### src/rtl/svr_pkg.sv
// svr_gather shared types: length codes, FSM states, lane-count helper.
package svr_pkg;

  localparam int DW    = 32;
  localparam int LANES = 16;

  localparam logic [1:0] VL_1   = 2'b00;
  localparam logic [1:0] VL_4   = 2'b01;
  localparam logic [1:0] VL_16  = 2'b10;
  localparam logic [1:0] VL_ERR = 2'b11;

  typedef enum logic [1:0] {
    IDLE,
    GATHER,
    DONE
  } state_e;

  // Illegal code falls back to one lane.
  function automatic logic [4:0] vl_lanes(input logic [1:0] code);
    logic [4:0] n;
    unique case (code)
      VL_4:    n = 5'd4;
      VL_16:   n = 5'd16;
      default: n = 5'd1;
    endcase
    return n;
  endfunction

endpackage

### src/rtl/svr_gather.sv
// Gathers 1/4/16 consecutive SVR entries into one 512-bit vector.
// Outputs are decoded from registers only, so no input-to-output path.
module svr_gather
  import svr_pkg::*;
#(
  parameter int NREG = 32
) (
  input  logic         clk,
  input  logic         rst,
  input  logic         start_valid,
  output logic         start_ready,
  input  logic [4:0]   start_base,
  input  logic [1:0]   start_vl,
  output logic [4:0]   ra,
  input  logic [31:0]  rd,
  output logic         out_valid,
  input  logic         out_ready,
  output logic [511:0] out_data,
  output logic [1:0]   out_vl,
  output logic         out_err
);

  state_e         state_q, state_d;
  logic [4:0]     base_q, base_d;
  logic [1:0]     code_q, code_d;
  logic [4:0]     cnt_q, cnt_d;
  logic [511:0]   buf_q, buf_d;
  logic [4:0]     lanes;
  logic [5:0]     sum;
  logic [4:0]     addr;

  assign lanes = vl_lanes(code_q);
  assign sum   = {1'b0, base_q} + {1'b0, cnt_q};
  assign addr  = (sum >= 6'(NREG)) ? 5'(sum - 6'(NREG))
                                   : sum[4:0];

  always_comb begin
    state_d = state_q;
    base_d  = base_q;
    code_d  = code_q;
    cnt_d   = cnt_q;
    buf_d   = buf_q;
    unique case (state_q)
      IDLE: begin
        if (start_valid) begin
          state_d = GATHER;
          base_d  = start_base;
          code_d  = start_vl;
          cnt_d   = '0;
          buf_d   = '0;
        end
      end
      GATHER: begin
        // One settle cycle after the last capture before DONE.
        if (cnt_q < lanes) begin
          buf_d[{cnt_q[3:0], 5'd0} +: DW] = rd;
          cnt_d = cnt_q + 5'd1;
        end else begin
          state_d = DONE;
        end
      end
      DONE: begin
        if (out_ready) state_d = IDLE;
      end
      default: state_d = IDLE;
    endcase
  end

  always_ff @(posedge clk) begin
    if (rst) begin
      state_q <= IDLE;
      base_q  <= '0;
      code_q  <= '0;
      cnt_q   <= '0;
      buf_q   <= '0;
    end else begin
      state_q <= state_d;
      base_q  <= base_d;
      code_q  <= code_d;
      cnt_q   <= cnt_d;
      buf_q   <= buf_d;
    end
  end

  assign start_ready = (state_q == IDLE);
  assign out_valid   = (state_q == DONE);
  assign ra          = (state_q == GATHER) ? addr : '0;
  assign out_data    = buf_q;
  assign out_vl      = code_q;
  assign out_err     = (code_q == VL_ERR);

endmodule
### config.mk
export PLATFORM = sky130hd
export DESIGN_NAME = svr_gather
export DESIGN_NICKNAME = d
export VERILOG_FILES = /design/src/rtl/svr_pkg.sv /design/src/rtl/svr_gather.sv
export SDC_FILE = /design/constraint.sdc
export NUM_CORES = 1
export LEC_CHECK = 0
export ABC_CLOCK_PERIOD_IN_PS = 3400
export CELL_PAD_IN_SITES_DETAIL_PLACEMENT = 0
export CELL_PAD_IN_SITES_GLOBAL_PLACEMENT = 2
export CORE_MARGIN = 2
export CORE_UTILIZATION = 38
export DETAILED_ROUTE_END_ITERATION = 16
export DONT_BUFFER_PORTS = 1
export PLACE_DENSITY = 0.79
export SKIP_LAST_GASP = 1
export SLEW_MARGIN = 20
export SYNTH_ARGS = -nofsm -noshare
export SYNTH_HDL_FRONTEND = slang
export SYNTH_SLANG_ARGS = --single-unit
export TNS_END_PERCENT = 10
### constraint.sdc
create_clock -name clk -period 3.4 [get_ports clk]
set_input_delay 0.34 -clock clk [delete_from_list [all_inputs] [get_ports clk]]
set_output_delay 0.34 -clock clk [all_outputs]
set_load 0.005 [all_outputs]
==> flow_summary.yaml, run 1 <==
outcome:
  status: "complete, no violations"
floorplan:
  dieArea_um2: 50400
  core_area_um2: 47800
  start_util: 0.386
  die_w_um: 225
  ios: 565
  die_h_um: 225
  core.rowCount: 80
global_routing:
  grt_pass1_vias: 13600
  track_usage: 0.272
  overflow: 0
  met1_usage: 0.341
  antenna_found_initial: 2
  grtUsageMet3: 0.101
  grt_busiest_layer: "met2"
  grtUsageMet2: 0.436
  grt_max_degree: 179
  grt_pass1_wl_um: 101000
pwr:
  powerDensity_nw_per_um2: 636
  vdd_ir_drop_max_mv: 0.375
  power_leakage_nw: 7.00
synthesis:
  ys_types: 56
  synthFlopType: "dfxtp_1"
  yosysMostFrequentCell: "dfxtp_1"
  yosys-top-cells-area: "dfxtp_1 (57%), o2bb2ai_1 (12%), o32ai_1 (5.5%)"
  ys_seq_area_frac: 0.570
  ys_ff_latch: 526
  synth_common_cells: "dfxtp_1 (526), o2bb2ai_1 (255), clkbuf_1 (136)"
  synth_edf_count: 0
  yosys.area.top_type: "dfxtp_1"
  ys_async_sr_fraction: 0
  syn_inst: 1731
  avgSynthCellArea_um2: 10.7
  synth_top_area_frac: 0.570
  syn-num-nets: 1789
  netlist_area_um2: 18500
  yosysWarnings: 0
clock_network:
  clock_path_buffers: 3
  cts_root_buffer: "clkbuf_16"
  clock_latency_ps: 610
  clock-sinks: 526
  numCtsBuffers: 53
  post_cts_resized: 0
  cts_tree: "done"
  cts.clk_slew.worst_paths_ps: 60
  h-tree-depth: 2
worst_setup_path:
  critical_path_class: "flop to flop"
  cp_max_fo: 32
  crit_start: "out_vl[0]"
  r2r-start: "out_vl[0]"
  cp_slowest_cell: "a21oi_4"
  crit_path_cell_trace: "inv_1 -> ha_1 -> or3b_1 -> a211o_1 -> and2_0 -> buf_4 -> a21oi_4 -> o32ai_1"
  max_stage_delay_ps: 710
  critPathCaptureType: "flop"
  critPathLaunchType: "flop"
  critPathRequiredTime_ps: 3840
  cp_top_family: "compound AO/OA/AOI/OAI gates"
  crit_buf_inv: 2
  arrival_ps: 3550
timing:
  rsz0062_at_grt: "no"
  setup_tns_ps: 0
  timing.slew.headroom: 0.305
  hold_slack_ps: 35.4
  skew_ps: 18.6
  slew_violations: 0
  clock.fmax_mhz: 321
  setup_viol: 0
  worst_slack_ps: 287
  fin_crit_ps: 3110
  max_slew.worst_pin.slew_ps: 1040
  period_share: 0.916
  finalHoldViolCount: 0
layout:
  fill_cells: 4522
  syn2layout_area_growth_pct: 15.2
  final_nets: 1737
  drive_gt1_frac: 0.102
  fin_area_um2: 21300
  postLayoutCoreUtil: 0.445
job:
  cap_violations: 0
worst_hold_path:
  min_from: "rd[2]"
  worst_hold_path_type: "primary input to flop"
route:
  drt_iter0_markers: 1071
  wl_per_cell_um: 30.6
  postRouteWirelength_um: 71500
  vias_per_cell: 6.08
  route.vias.total: 14200
  drtPass1Iterations: 5
  drc_errors: 0
  antenna_left: 0
placement:
  dp.final_hpwl_um: 47500
  post-place-ws_ps: 345
  placedInstanceArea_um2: 19200
  gp_congestion: 0.799
  port_buffers: 0
sequential cells by signal, summed over array words and instances (netlist names):
name and flops:
cnt_q 5, out_data 512, state_q 2, out_vl 2, base_q 5
cell families (layout without fill, tap and decap cells):
kind of cell | count (synthesis) | count (layout) | share of synthesized area
compound gates | 563 | 563 | 0.260
flops | 526 | 526 | 0.570
simple gates | 307 | 307 | 0.0874
buf+inv | 307 | 297 | 0.0662
fa+ha+maj | 15 | 15 | 0.0106
xor+xnor | 8 | 8 | 0.00379
mux | 5 | 5 | 0.00271
other cells | 0 | 1 | 0
repair_timing:
action                                 4_1_cts  5_1_grt
setup endpoints to repair                    0        1
hold buffers                                30        0
buffers inserted                             0        2
endpoints found under the hold margin      183        0
layout make-up:
cell class / instances / area, um2 / area share
Tap cell: 615 / 769 / 0.0361
Timing Repair Buffer: 83 / 836 / 0.0393
Clock buffer: 78 / 1540 / 0.0724
Inverter: 117 / 439 / 0.0206
Antenna cell: 1 / 2.50 / 0.000118
Multi-Input combinational cell: 898 / 6940 / 0.326
Clock inverter: 19 / 233 / 0.0109
Sequential cell: 526 / 10500 / 0.495
stage by stage:
| step | total power [mW] | cells |
|---|---|---|
| floorplan | 7.10 | 1731 |
| global placement | 7.60 | 2206 |
| detailed placement | 7.60 | 2206 |
| CTS | 13.6 | 2333 |
| global route | 13.9 | 2336 |
| finish | 13.5 | 2337 |
cell usage in the layout (no fill, tap or decap), types with 15 or more instances in the layout:
cell type	count
nand2b_1	86
dfxtp_1	526
nor2_1	53
nor2b_1	34
o2bb2ai_1	255
nand2_1	48
o21ai_0	15
inv_1	117
nand3_1	43
buf_4	44
a22o_1	66
a32o_1	31
clkbuf_16	54
dlygate4sd3_1	29
a21oi_1	29
o32ai_1	117
layer usage:
metal,part of all wire,vias to the layer above
met4,0.029,0
met3,0.11,111
met2,0.46,696
met1,0.40,7140
met5,0,-
li1,-,6256
final timing paths:
kind / end / slack (ps) / cells after the start
setup / recovery: out_data[511] / 290 / 8
setup reg to reg: out_data[511] / 290 / 8
hold / removal: out_data[354] / 40 / 3
hold reg to reg: out_data[19] / 490 / 1
tightest hold or removal path: stages:
cell       delay, ps
nor2b_1          120
nand2_1           70
o2bb2ai_1         70
where the power goes:
part	internal [mW]	switching (mW)
logic	0.336	0.966
registers	6.22	0.0520
clock network	3.45	2.51
total	10.0	3.53
(Power assumes the default switching activity.)
==> run 2, diff against run 1 <==
--- a/config.mk
+++ b/config.mk
@@ -6,13 +6,13 @@
 export NUM_CORES = 1
 export LEC_CHECK = 0
 export ABC_CLOCK_PERIOD_IN_PS = 3400
-export CELL_PAD_IN_SITES_DETAIL_PLACEMENT = 0
-export CELL_PAD_IN_SITES_GLOBAL_PLACEMENT = 2
-export CORE_MARGIN = 2
-export CORE_UTILIZATION = 38
+export CAP_MARGIN = 30
+export CORE_AREA = 2 2 222 224
 export DETAILED_ROUTE_END_ITERATION = 16
+export DIE_AREA = 0 0 224 226
 export DONT_BUFFER_PORTS = 1
-export PLACE_DENSITY = 0.79
+export GPL_TIMING_DRIVEN = 0
+export PLACE_DENSITY = 0.55
 export SKIP_LAST_GASP = 1
 export SLEW_MARGIN = 20
 export SYNTH_ARGS = -nofsm -noshare
==> run 2 against run 1 <==
  * Cell count rose by 6.3%
  * Count of clock-buffer cells in the layout rose by 1
  * Setup slack got worse by 200 ps
  * Combinational power barely moved
  * First-iteration DRC count fell by 13%
  * Highest routed layer unchanged
==> flow_summary.yaml, run 2 (synthesized netlist as in run 1, its figures left out) <==
clock_network:
  clock-sinks: 526
  cts.clk_slew.worst_paths_ps: 60
  numCtsBuffers: 53
  h-tree-depth: 2
  clock_path_buffers: 3
  clock_latency_ps: 620
  cts_root_buffer: "clkbuf_16"
  cts_tree: "done"
floorplan:
  die_w_um: 224
  ios: 565
  core.rowCount: 81
  dieArea_um2: 50600
  start_util: 0.382
  die_h_um: 226
  core_area_um2: 48300
timing:
  timing.slew.headroom: 0.332
  period_share: 0.973
  finalHoldViolCount: 0
  rsz0062_at_grt: "yes"
  setup_viol: 0
  fin_crit_ps: 3310
  max_slew.worst_pin.slew_ps: 1000
  worst_slack_ps: 90.3
  setup_tns_ps: 0
  slew_violations: 0
  skew_ps: 19.0
  clock.fmax_mhz: 302
worst_setup_path:
  critPathLaunchType: "flop"
  critPathCaptureType: "flop"
  critPathRequiredTime_ps: 3930
  r2r-start: "out_vl[0]"
  worstRegToRegCells: 9
  critical_path_class: "flop to flop"
  arrival_ps: 3840
  cp_max_fo: 10
  r2r_slack_ps: 90
  worst_r2r_endpoint: "out_data[452]"
pwr:
  powerDensity_nw_per_um2: 639
  internal_power_mw: 10.1
  pwr-share-clk: 0.451
  vdd_ir_drop_max_mv: 0.442
  p_switching_mw: 3.65
  finalPower_mw: 13.8
  power_leakage_nw: 7.14
  p_comb_frac: 0.094
  seqPwrFrac: 0.455
  switching_share: 0.265
worst_hold_path:
  holdPathEnd: "out_data[432]"
  whs_path_depth: 2
  worst_hold_path_type: "primary input to flop"
  min_from: "rd[16]"
route:
  postRouteWirelength_um: 76800
  top_layer_used: "met4"
  antenna_left: 0
  wl_met1_um: 29300
  route.vias.total: 14700
  met2_length_um: 36600
  drtPass1Iterations: 5
  vias_per_cell: 5.90
  wl_per_cell_um: 30.9
  route.met3.wl_um: 8330
  drc_errors: 0
  drt_iter0_markers: 936
global_routing:
  overflow: 0
  grt_pass1_wl_um: 108000
  antenna_found_initial: 0
  track_usage: 0.292
  grt_max_degree: 15
  grt_pass1_vias: 14400
layout:
  largest_register_ffs: 512
  postLayoutCoreUtil: 0.447
  final_nets: 1876
  final_cell_mix: "dfxtp_1 (524), o2bb2ai_1 (255), clkbuf_1 (134)"
  fill_cells: 4598
  layout_commonest_cell: "dfxtp_1"
  fin_area_um2: 21600
  drive_gt1_frac: 0.0994
  syn2layout_area_growth_pct: 16.8
placement:
  placedInstanceArea_um2: 19400
  dp.final_hpwl_um: 57200
  port_buffers: 0
  gp_congestion: 0.894
  post-place-ws_ps: -357
outcome:
  status: "complete, no violations"
job:
  cap_violations: 0
## run 2: through the flow
stage	hold slack, ps	instances
floorplan	456	1731
global placement	476	2353
detailed placement	474	2359
CTS	3.81	2485
global route	19.5	2483
finish	26.9	2484
## run 2: critical path, cell delays in order, from the launching register on
cell and delay (ps):
dfxtp_1 410, inv_1 80, ha_1 270, or3b_1 370, a211o_1 460, nand2_1 200, buf_2 360, nand3b_1 480
clkbuf_1 370, o2bb2ai_1 210
## run 2: what timing repair did
item                                   in CTS  in global routing
pin swaps                                   1                  0
setup endpoints to repair                 389                397
endpoints found under the hold margin      28                  0
resized for setup                          17                 14
setup buffers                               2                  0
hold buffers                               27                  0
## run 2: how the worst max path moves through the flow
stage	slack, ps	to	start
after global routing	-90	out_data[372]	cnt_q[0]
after detailed placement	-360	out_data[400]	cnt_q[0]
after floorplan	900	out_data[186]	cnt_q[0]
after global placement	-600	out_data[396]	cnt_q[1]
final	90	out_data[452]	out_vl[0]
after CTS	-80	out_data[60]	cnt_q[0]
## run 2: cell type report
type / count / area [um2] / area share
Antenna cell: 1 / 2.50 / 0.000116
Buffer: 186 / 779 / 0.0361
Clock buffer: 79 / 1590 / 0.0734
Clock inverter: 19 / 268 / 0.0124
Inverter: 117 / 439 / 0.0203
Multi-Input combinational cell: 898 / 6830 / 0.316
Sequential cell: 526 / 10500 / 0.488
Tap cell: 622 / 778 / 0.0360
Timing Repair Buffer: 36 / 377 / 0.0174
## run 2: routing by layer
metal	GRT usage	vias to the layer above
met4	0.0933	0
met1	0.339	7219
met5	0	-
met2	0.492	736
met3	0.118	161
li1	-	6536
## run 2: power groups by stage
stage	logic (mW)	registers (mW)	clock network (mW)
2_1_floorplan	0.715	6.39	0
3_3_place_gp	1.19	6.42	0
3_5_place_dp	1.22	6.42	0
4_1_cts	1.29	6.28	6.28
5_1_grt	1.39	6.28	6.50
6_report	1.29	6.28	6.22
==> run 3, diff against run 2 <==
--- a/config.mk
+++ b/config.mk
@@ -14,7 +14,6 @@
 export GPL_TIMING_DRIVEN = 0
 export PLACE_DENSITY = 0.55
 export SKIP_LAST_GASP = 1
-export SLEW_MARGIN = 20
 export SYNTH_ARGS = -nofsm -noshare
 export SYNTH_HDL_FRONTEND = slang
 export SYNTH_SLANG_ARGS = --single-unit
==> run 3 against run 2 <==
  * Global-route usage about the same
  * Sequential share of layout area about the same
  * Die area unchanged
  * Routed wire length about the same
==> flow_summary.yaml, run 3 (synthesized netlist as in run 1, its figures left out) <==
timing:
  slew_violations: 0
  rsz0062_at_grt: "yes"
  fin_crit_ps: 3390
  setup_tns_ps: 0
  skew_ps: 22.3
  timing.slew.headroom: 0.294
  max_slew.worst_pin.slew_ps: 1060
  hold_slack_ps: 50.7
  clock.fmax_mhz: 295
  period_share: 0.996
  worst_slack_ps: 13.3
  setup_viol: 0
  finalHoldViolCount: 0
worst_setup_path:
  max_stage_delay_ps: 560
  cp_slowest_cell: "a311o_1"
  critPathRequiredTime_ps: 3920
  crit_buf_inv: 3
  cp_top_family: "simple AND/OR/NAND/NOR gates"
  critPathLaunchType: "flop"
  critPathCaptureType: "flop"
  critical_path_class: "flop to flop"
  cp_max_fo: 10
  r2r_slack_ps: 10
  r2r-start: "out_vl[0]"
  arrival_ps: 3900
  worst_r2r_endpoint: "out_data[21]"
  crit_path_cell_trace: "inv_1 -> ha_1 -> or3b_1 -> a311o_1 -> nor2_1 -> buf_4 -> nand3_1 -> clkbuf_1 -> o2bb2ai_1"
  worstRegToRegCells: 9
layout:
  fill_cells: 4591
  multi_input_area_um2: 6790
  final_nets: 1884
  final_cell_mix: "dfxtp_1 (524), o2bb2ai_1 (255), clkbuf_1 (135)"
  seq_area_um2: 10500
  largest_register_ffs: 512
  drive_gt1_frac: 0.0995
  final_cells: 2493
  layout_commonest_cell: "dfxtp_1"
  syn2layout_area_growth_pct: 16.7
pwr:
  power_leakage_nw: 7.16
  powerDensity_nw_per_um2: 633
  vdd_ir_drop_max_mv: 0.426
  finalPower_mw: 13.7
floorplan:
  core.rowCount: 81
  die_w_um: 224
  dieArea_um2: 50600
  die_h_um: 226
  core_area_um2: 48300
  ios: 565
  start_util: 0.382
global_routing:
  grt_pass1_wl_um: 107000
  grt_pass1_vias: 14500
  antenna_found_initial: 0
  track_usage: 0.292
  overflow: 0
  grt_max_degree: 15
clock_network:
  clock_path_buffers: 3
  cts_root_buffer: "clkbuf_16"
  cts.clk_slew.worst_paths_ps: 60
  cts_tree: "done"
  numCtsBuffers: 54
  clock-sinks: 526
  h-tree-depth: 2
  clock_latency_ps: 610
placement:
  dp.final_hpwl_um: 57200
  gp_congestion: 0.894
  post-place-ws_ps: -291
  port_buffers: 0
  dpl.cell_count: 2364
worst_hold_path:
  whs_path_depth: 2
  worst_hold_path_type: "primary input to flop"
  holdPathEnd: "out_data[445]"
  min_from: "rd[29]"
outcome:
  status: "complete, no violations"
route:
  vias_per_cell: 5.89
  drt_iter0_markers: 1082
  antenna_left: 0
  route.vias.total: 14700
  drtPass1Iterations: 7
  postRouteWirelength_um: 76800
  drc_errors: 0
  wl_per_cell_um: 30.8
job:
  cap_violations: 0
## run 3: cell count changes in the layout (fill, tap and decap cells not counted), sizes merged
cell / change
clkinv: +3
bufinv: -2
buf: +4
dlygate4sd3: -1
clkbuf: +5
## run 3: final cells by class
cell class,instances,share of cell area
Inverter,117,0.0204
Clock inverter,20,0.0105
Antenna cell,1,0.000116
Clock buffer,80,0.0746
Tap cell,622,0.0361
Multi-Input combinational cell,898,0.314
Timing Repair Buffer,40,0.0190
Buffer,189,0.0368
Sequential cell,526,0.488
## run 3: worst reg2reg max path: cells and delay by family (launching register included)
family	cells	cell delay (ps)
AO/OA/AOI/OAI	2	820
adder cells (fa/ha/maj)	1	270
buffers and inverters	3	770
flip-flops	1	400
AND/OR/NAND/NOR	3	1050
## run 3: worst max path at each step
stage                          from             to  slack, ps  cells past startpoint
after floorplan            cnt_q[0]  out_data[186]        900                      9
after global placement     cnt_q[1]  out_data[396]       -600                     10
after detailed placement   cnt_q[0]  out_data[353]       -290                     10
after CTS                  cnt_q[0]   out_data[68]       -160                      9
after global routing      out_vl[0]   out_data[21]       -120                      9
final                     out_vl[0]   out_data[21]         10                      9
## run 3: power breakdown
| part | internal, mW | switching (mW) | leakage [nW] |
|---|---|---|---|
| registers | 6.22 | 0.0636 | 4.24 |
| logic | 0.298 | 0.983 | 2.02 |
| clock network | 3.53 | 2.58 | 0.899 |
| total | 10.0 | 3.63 | 7.16 |
## run 3: metrics by stage
| step | util | area [um2] |
|---|---|---|
| 3_3_place_gp | 0.399 | 19300 |
| 2_1_floorplan | - | 18500 |
| 4_1_cts | 0.446 | 21500 |
| 3_5_place_dp | 0.401 | 19400 |
| 5_1_grt | 0.446 | 21600 |
| 6_report | 0.446 | 21600 |
## run 3: repair_timing
| item | CTS | global route |
|---|---|---|
| resized for setup | 13 | 17 |
| hold buffers | 26 | 0 |
| pin swaps | 0 | 1 |
| endpoints found under the setup margin | 283 | 474 |
| setup buffers | 2 | 1 |
| hold endpoints to repair | 27 | 0 |
## run 3: per-layer routing
metal	vias up	part of all wire	GRT usage
li1	6546	-	-
met3	122	0.10	0.107
met5	-	0	0
met1	7301	0.39	0.341
met2	706	0.48	0.493
met4	0	0.030	0.103
